<file path="src/rtl/exmem_arbiter.sv">
// Two-requester arbiter for a shared BRAM with a fixed access latency.
// A Wishbone classic slave and an engine port compete for single-word accesses.
// Ties go to whichever side was not granted last.
// The owner holds the BRAM for DELAYS cycles, then sees a one-cycle acknowledge.
module exmem_arbiter #(
  parameter int DELAYS = 10,
  parameter int ADDR_W = 12
) (
  input  logic              wb_clk_i,
  input  logic              wb_rst_ni,
  input  logic              wbs_stb_i,
  input  logic              wbs_cyc_i,
  input  logic              wbs_we_i,
  input  logic [3:0]        wbs_sel_i,
  input  logic [31:0]       wbs_adr_i,
  input  logic [31:0]       wbs_dat_i,
  output logic              wbs_ack_o,
  output logic [31:0]       wbs_dat_o,
  input  logic              eng_req_i,
  input  logic              eng_we_i,
  input  logic [ADDR_W-1:0] eng_addr_i,
  input  logic [31:0]       eng_wdat_i,
  output logic              eng_gnt_o,
  output logic              eng_ack_o,
  output logic [31:0]       eng_rdat_o,
  output logic              bram_en_o,
  output logic [3:0]        bram_we_o,
  output logic [31:0]       bram_addr_o,
  output logic [31:0]       bram_di_o,
  input  logic [31:0]       bram_do_i
);

  typedef enum logic [1:0] {S_IDLE, S_WAIT, S_DONE} state_t;

  localparam logic [3:0] LAST_CNT = 4'(DELAYS);

  state_t      state, state_nxt;
  logic [3:0]  cnt;
  logic        last_eng;
  logic        owner_eng;
  logic        we_l;
  logic [3:0]  mask_l;
  logic [31:0] addr_l;
  logic [31:0] wdat_l;

  logic        wb_req;
  logic        any_req;
  logic        grant_eng;
  logic        at_last;
  logic        wb_abort;
  logic        finish;
  logic        unused_adr;

  // Only the top address byte and bits [ADDR_W+1:2] carry meaning; the rest is reduced here.
  assign unused_adr = ^wbs_adr_i;

  // Byte lanes to strobe: reads never write, engine writes are always full words.
  function automatic logic [3:0] byte_mask(input logic is_eng, input logic is_we,
                                           input logic [3:0] sel);
    if (!is_we)      return 4'b0000;
    else if (is_eng) return 4'b1111;
    else             return sel;
  endfunction

  assign wb_req    = wbs_stb_i && wbs_cyc_i && (wbs_adr_i[31:24] == 8'h38);
  assign any_req   = wb_req || eng_req_i;
  // Engine wins when it is alone, or on a tie when the Wishbone side was served last.
  assign grant_eng = eng_req_i && (!wb_req || !last_eng);
  assign at_last   = (cnt == LAST_CNT);
  assign wb_abort  = (state == S_WAIT) && !owner_eng && !wbs_cyc_i;
  assign finish    = (state == S_WAIT) && at_last && !wb_abort;
  assign eng_gnt_o = owner_eng && (state != S_IDLE);

  // Next state and BRAM drive; the port is quiet outside WAIT and never strobed on an abort.
  always_comb begin
    state_nxt   = state;
    bram_en_o   = 1'b0;
    bram_we_o   = 4'b0000;
    bram_addr_o = 32'h0;
    bram_di_o   = 32'h0;
    case (state)
      S_IDLE: if (any_req) state_nxt = S_WAIT;
      S_WAIT: begin
        bram_en_o   = 1'b1;
        bram_addr_o = addr_l;
        bram_di_o   = wdat_l;
        if (wb_abort) begin
          state_nxt = S_IDLE;
        end else if (at_last) begin
          state_nxt = S_DONE;
          bram_we_o = mask_l;
        end
      end
      S_DONE:  state_nxt = S_IDLE;
      default: state_nxt = S_IDLE;
    endcase
  end

  // State, latency counter, fairness pointer and the registered acknowledge/data outputs.
  always_ff @(posedge wb_clk_i) begin
    if (!wb_rst_ni) begin
      state      <= S_IDLE;
      cnt        <= 4'd0;
      last_eng   <= 1'b1;
      wbs_ack_o  <= 1'b0;
      eng_ack_o  <= 1'b0;
      wbs_dat_o  <= 32'h0;
      eng_rdat_o <= 32'h0;
    end else begin
      state     <= state_nxt;
      wbs_ack_o <= 1'b0;
      eng_ack_o <= 1'b0;
      case (state)
        S_IDLE: begin
          cnt <= any_req ? 4'd1 : 4'd0;
          if (any_req) last_eng <= grant_eng;
        end
        S_WAIT: begin
          cnt <= (wb_abort || at_last) ? 4'd0 : cnt + 4'd1;
          if (finish) begin
            if (owner_eng) begin
              eng_ack_o  <= 1'b1;
              eng_rdat_o <= we_l ? 32'h0 : bram_do_i;
            end else begin
              wbs_ack_o  <= 1'b1;
              wbs_dat_o  <= we_l ? 32'h0 : bram_do_i;
            end
          end
        end
        default: cnt <= 4'd0;
      endcase
    end
  end

  // Capture the winning request; these registers are only looked at while an access is in flight.
  always_ff @(posedge wb_clk_i) begin
    if (state == S_IDLE && any_req) begin
      owner_eng <= grant_eng;
      we_l      <= grant_eng ? eng_we_i : wbs_we_i;
      mask_l    <= byte_mask(grant_eng, grant_eng ? eng_we_i : wbs_we_i, wbs_sel_i);
      addr_l    <= grant_eng ? 32'({eng_addr_i, 2'b00})
                             : 32'({wbs_adr_i[ADDR_W+1:2], 2'b00});
      wdat_l    <= grant_eng ? eng_wdat_i : wbs_dat_i;
    end
  end

endmodule

</file>
<file path="config.mk">
export PLATFORM = sky130hd
export DESIGN_NAME = exmem_arbiter
export DESIGN_NICKNAME = d
export VERILOG_FILES = /design/src/rtl/exmem_arbiter.sv
export SDC_FILE = /design/constraint.sdc
export NUM_CORES = 1
export LEC_CHECK = 0
export CAP_MARGIN = 20
export CORE_MARGIN = 10
export CORE_UTILIZATION = 36
export DETAILED_ROUTE_END_ITERATION = 16
export HOLD_SLACK_MARGIN = 0.1
export PLACE_DENSITY = 0.79
export SLEW_MARGIN = 40
export SYNTH_ARGS = -nofsm -noshare
export SYNTH_HDL_FRONTEND = slang
export SYNTH_SLANG_ARGS = --single-unit
</file>
<file path="constraint.sdc">
create_clock -name wb_clk_i -period 5.4 [get_ports wb_clk_i]
set_clock_uncertainty 0.05 [all_clocks]
set_input_delay 1.08 -clock wb_clk_i [delete_from_list [all_inputs] [get_ports wb_clk_i]]
set_output_delay 1.08 -clock wb_clk_i [all_outputs]
set_load 0.1 [all_outputs]
</file>
==> results.cfg <==
[cts]
htree_num_levels = 4
postCtsHoldBufs = 0
ctsLongestPathBuffers = 2
cts_tree = yes
tritoncts.num_buffers = 17
clock_latency_ns = 0.41
post_cts_resized = 0
cts_root_buffer = clkbuf_16
clk_transition_reported_paths_ns = 0.05
cts_setup_buffers = 0
cts_num_sinks = 123

[yosys]
leading_post_synthesis_cells_by_cell_area = edfxtp_1 27%, dfxtp_1 26%, mux2i_1 12%
syn_area_um2 = 5640
synth-main-ff-cell = dfxtp_1
yosys_register_bits = 123
synth_top_area_cell = edfxtp_1
synth_top_area_share_pct = 26.6
synth_enable_flop_cells = 50
syn-instance-count = 474
syn-mean-instance-area_um2 = 11.9
synth.yosys.warnings = 0
synth_cell_type_count = 37
ys_async_sr_fraction_pct = 0
seq_area_frac_synth_pct = 52.5

[worst_hold_path]
timing.hold.worst.start = wbs_dat_o[11]
worstHoldPathCells = 2
hold_path_end = wbs_dat_o[11]
worstHoldPathType = reg -> reg

[floorplan]
fp.dieArea_um2 = 21100
coreArea_um2 = 15300
pin_count = 287
initial_utilization_pct = 37.0
row_count = 45
dieWidth_um = 145
fp.dieH_um = 145

[power]
areal_power_density_over_the_cells_nw_per_um2 = 318
p_leak_nw = 3.61
max-vdd-ir-drop_mv = 0.196

[critical_path]
crit_path_start_kind = input pin
crit-reg2reg-capture = wdat_l[18]
setup.worst_path.end_class = output pin
setup.reg_to_reg.worst_slack_ns = 3.32
critical_path_class = in -> out
arrival_ns = 2.63
path_max_fanout = 4
worstRegToRegCells = 3
crit-reg2reg-launch = last_eng
required_time_reported_for_the_critical_path_endpoint_ns = 4.27

[timing]
rsz0062_at_grt = no
setup_total_negative_slack_ns = 0
period_minus_slack_ns = 3.76
count_of_final_max_slew_check_failures = 0
hold_viol_final = 0
slew-limit-headroom_pct = 55.2
worst_slew_pin_slew_ns = 0.672
fmaxAchievable_mhz = 266
layout_worst_path_cycle_share_pct = 69.7
setup-violations-final = 0

[route]
vias_per_cell = 4.65
vias = 4401
routed_wl_per_cell_um = 17.7
detail-route-antenna-nets = 0
drc = 0
detailed_router_s_first_iteration_violation_count = 111
route.final.wire_length_um = 16800
drt_first_pass_iters = 4

[cells_and_area]
ff_latch_area_um2 = 2960
area.growth.synth_to_final_pct = 46.3
finish.instance_area_um2 = 8250
final_net_count = 876
post_route_cells_drive_above_1_share_pct = 27.3
final_cell_mix = 137 x clkdlybuf4s50_1, 112 x buf_2, 73 x dfxtp_1, 69 x nand2_1, 68 x mux2i_1
fill_cells = 1291
final_common_cell = clkdlybuf4s50_1
num_antenna_cells = 0
multi_input_area_um2 = 2410

[grt]
grt_antenna_before_repair = 0
grt_start_max_net_pins = 54
grtUsageTotal_pct = 15.8
grt_first_pass_wirelength_um = 26700
first_global_vias = 4771
grt_remaining_overflow = 0

[place]
total_half_perimeter_wirelength_after_legalization_and_detailed_placement_um = 13100
placed_cell_area_um2 = 7680
finalWeightedCongestion = 0.769
port_buffers = 254

[outcome]
status = complete, no violations

[flow_run]
drv.max_cap_violation_count = 0
final cells by class:
type,count,share of cell area [%]
flip-flops and latches,123,35.9
multi-input cells,315,29.2
repair buffers,261,24.5
clock buffers,24,5.84
well taps,211,3.20
clock inverters,8,1.11
inverters,5,0.227
cells by family after synthesis:
| logic type | after synthesis | share of synthesized area (%) |
|---|---|---|
| buffers and inverters | 55 | 6.56 |
| AO/OA/AOI/OAI | 6 | 0.976 |
| AND/OR/NAND/NOR | 172 | 17.1 |
| other | 1 | 0.0665 |
| XOR/XNOR | 2 | 0.310 |
| adder cells (fa/ha/maj) | 2 | 0.443 |
| multiplexers | 113 | 22.0 |
| flip-flops | 123 | 52.5 |
worst max-delay path, cell delays in order:
cell	delay [ns]
clkdlybuf4s50_1	0.52
nor2_1	0.09
nor3_1	0.43
and2_1	0.20
buf_4	0.30
power by group:
part,total (W),switching (W),internal (W)
Sequential,0.00102,0.0000105,0.00101
Combinational,0.000507,0.000344,0.000162
Clock,0.00110,0.000389,0.000712
metrics by stage:
| stage | power [W] | util, % | setup WS (ns) | hold slack (ns) | std cells |
|---|---|---|---|---|---|
| final | 0.00263 | 54.1 | 1.64 | 0.400 | 947 |
| after global routing | 0.00272 | 54.1 | 1.46 | 0.423 | 947 |
| after CTS | 0.00265 | 54.1 | 1.55 | 0.403 | 947 |
| after detailed placement | 0.00155 | 50.3 | 1.55 | 0.394 | 915 |
| after global placement | 0.00156 | 53.9 | 1.58 | 0.391 | 914 |
| after floorplan | 0.00140 | - | 1.39 | 0.431 | 493 |
metal layers:
| metal | wire length [µm] | part of all wire, % | vias to the layer above | GRT usage (%) |
|---|---|---|---|---|
| met5 | 0 | 0 | - | 0 |
| met4 | 259 | 1.5 | 0 | 5.56 |
| met3 | 1960 | 12 | 18 | 8.26 |
| met2 | 7720 | 46 | 220 | 25.1 |
| met1 | 6840 | 41 | 2067 | 17.8 |
| li1 | - | - | 2096 | - |
state kept, by name (all words and copies together) (netlist names):
signal      cells
eng_rdat_o     32
wbs_dat_o      32
wdat_l         32
addr_l         12
cnt             4
mask_l          4
state           2
eng_ack_o       1
last_eng        1
owner_eng       1
wbs_ack_o       1
we_l            1
worst max-delay path by stage:
stage / startpoint / endpoint / cells past startpoint
2_1_floorplan: wbs_adr_i[24] / addr_l[10] / 3
3_3_place_gp: wbs_cyc_i / bram_we_o[3] / 5
3_5_place_dp: wbs_cyc_i / bram_we_o[3] / 5
4_1_cts: wbs_cyc_i / bram_we_o[3] / 5
5_1_grt: wbs_cyc_i / bram_we_o[3] / 5
6_report: wbs_cyc_i / bram_we_o[3] / 5
Yosys cell counts, types with 2 or more instances:
cell type and number:
nor2_1 6, nand3b_1 33, and2_1 49, inv_1 4, buf_2 2, o21ai_0 2, mux2i_1 68, and4bb_2 2
mux2_2 26, mux2_1 4, buf_6 11, nor2b_1 2, mux2_4 15, buf_4 21, dfxtp_1 73, ha_1 2
nor3_1 2, edfxtp_1 50, nand2_1 69, clkbuf_1 16
Note: power is estimated with default switching activity, not from simulation.
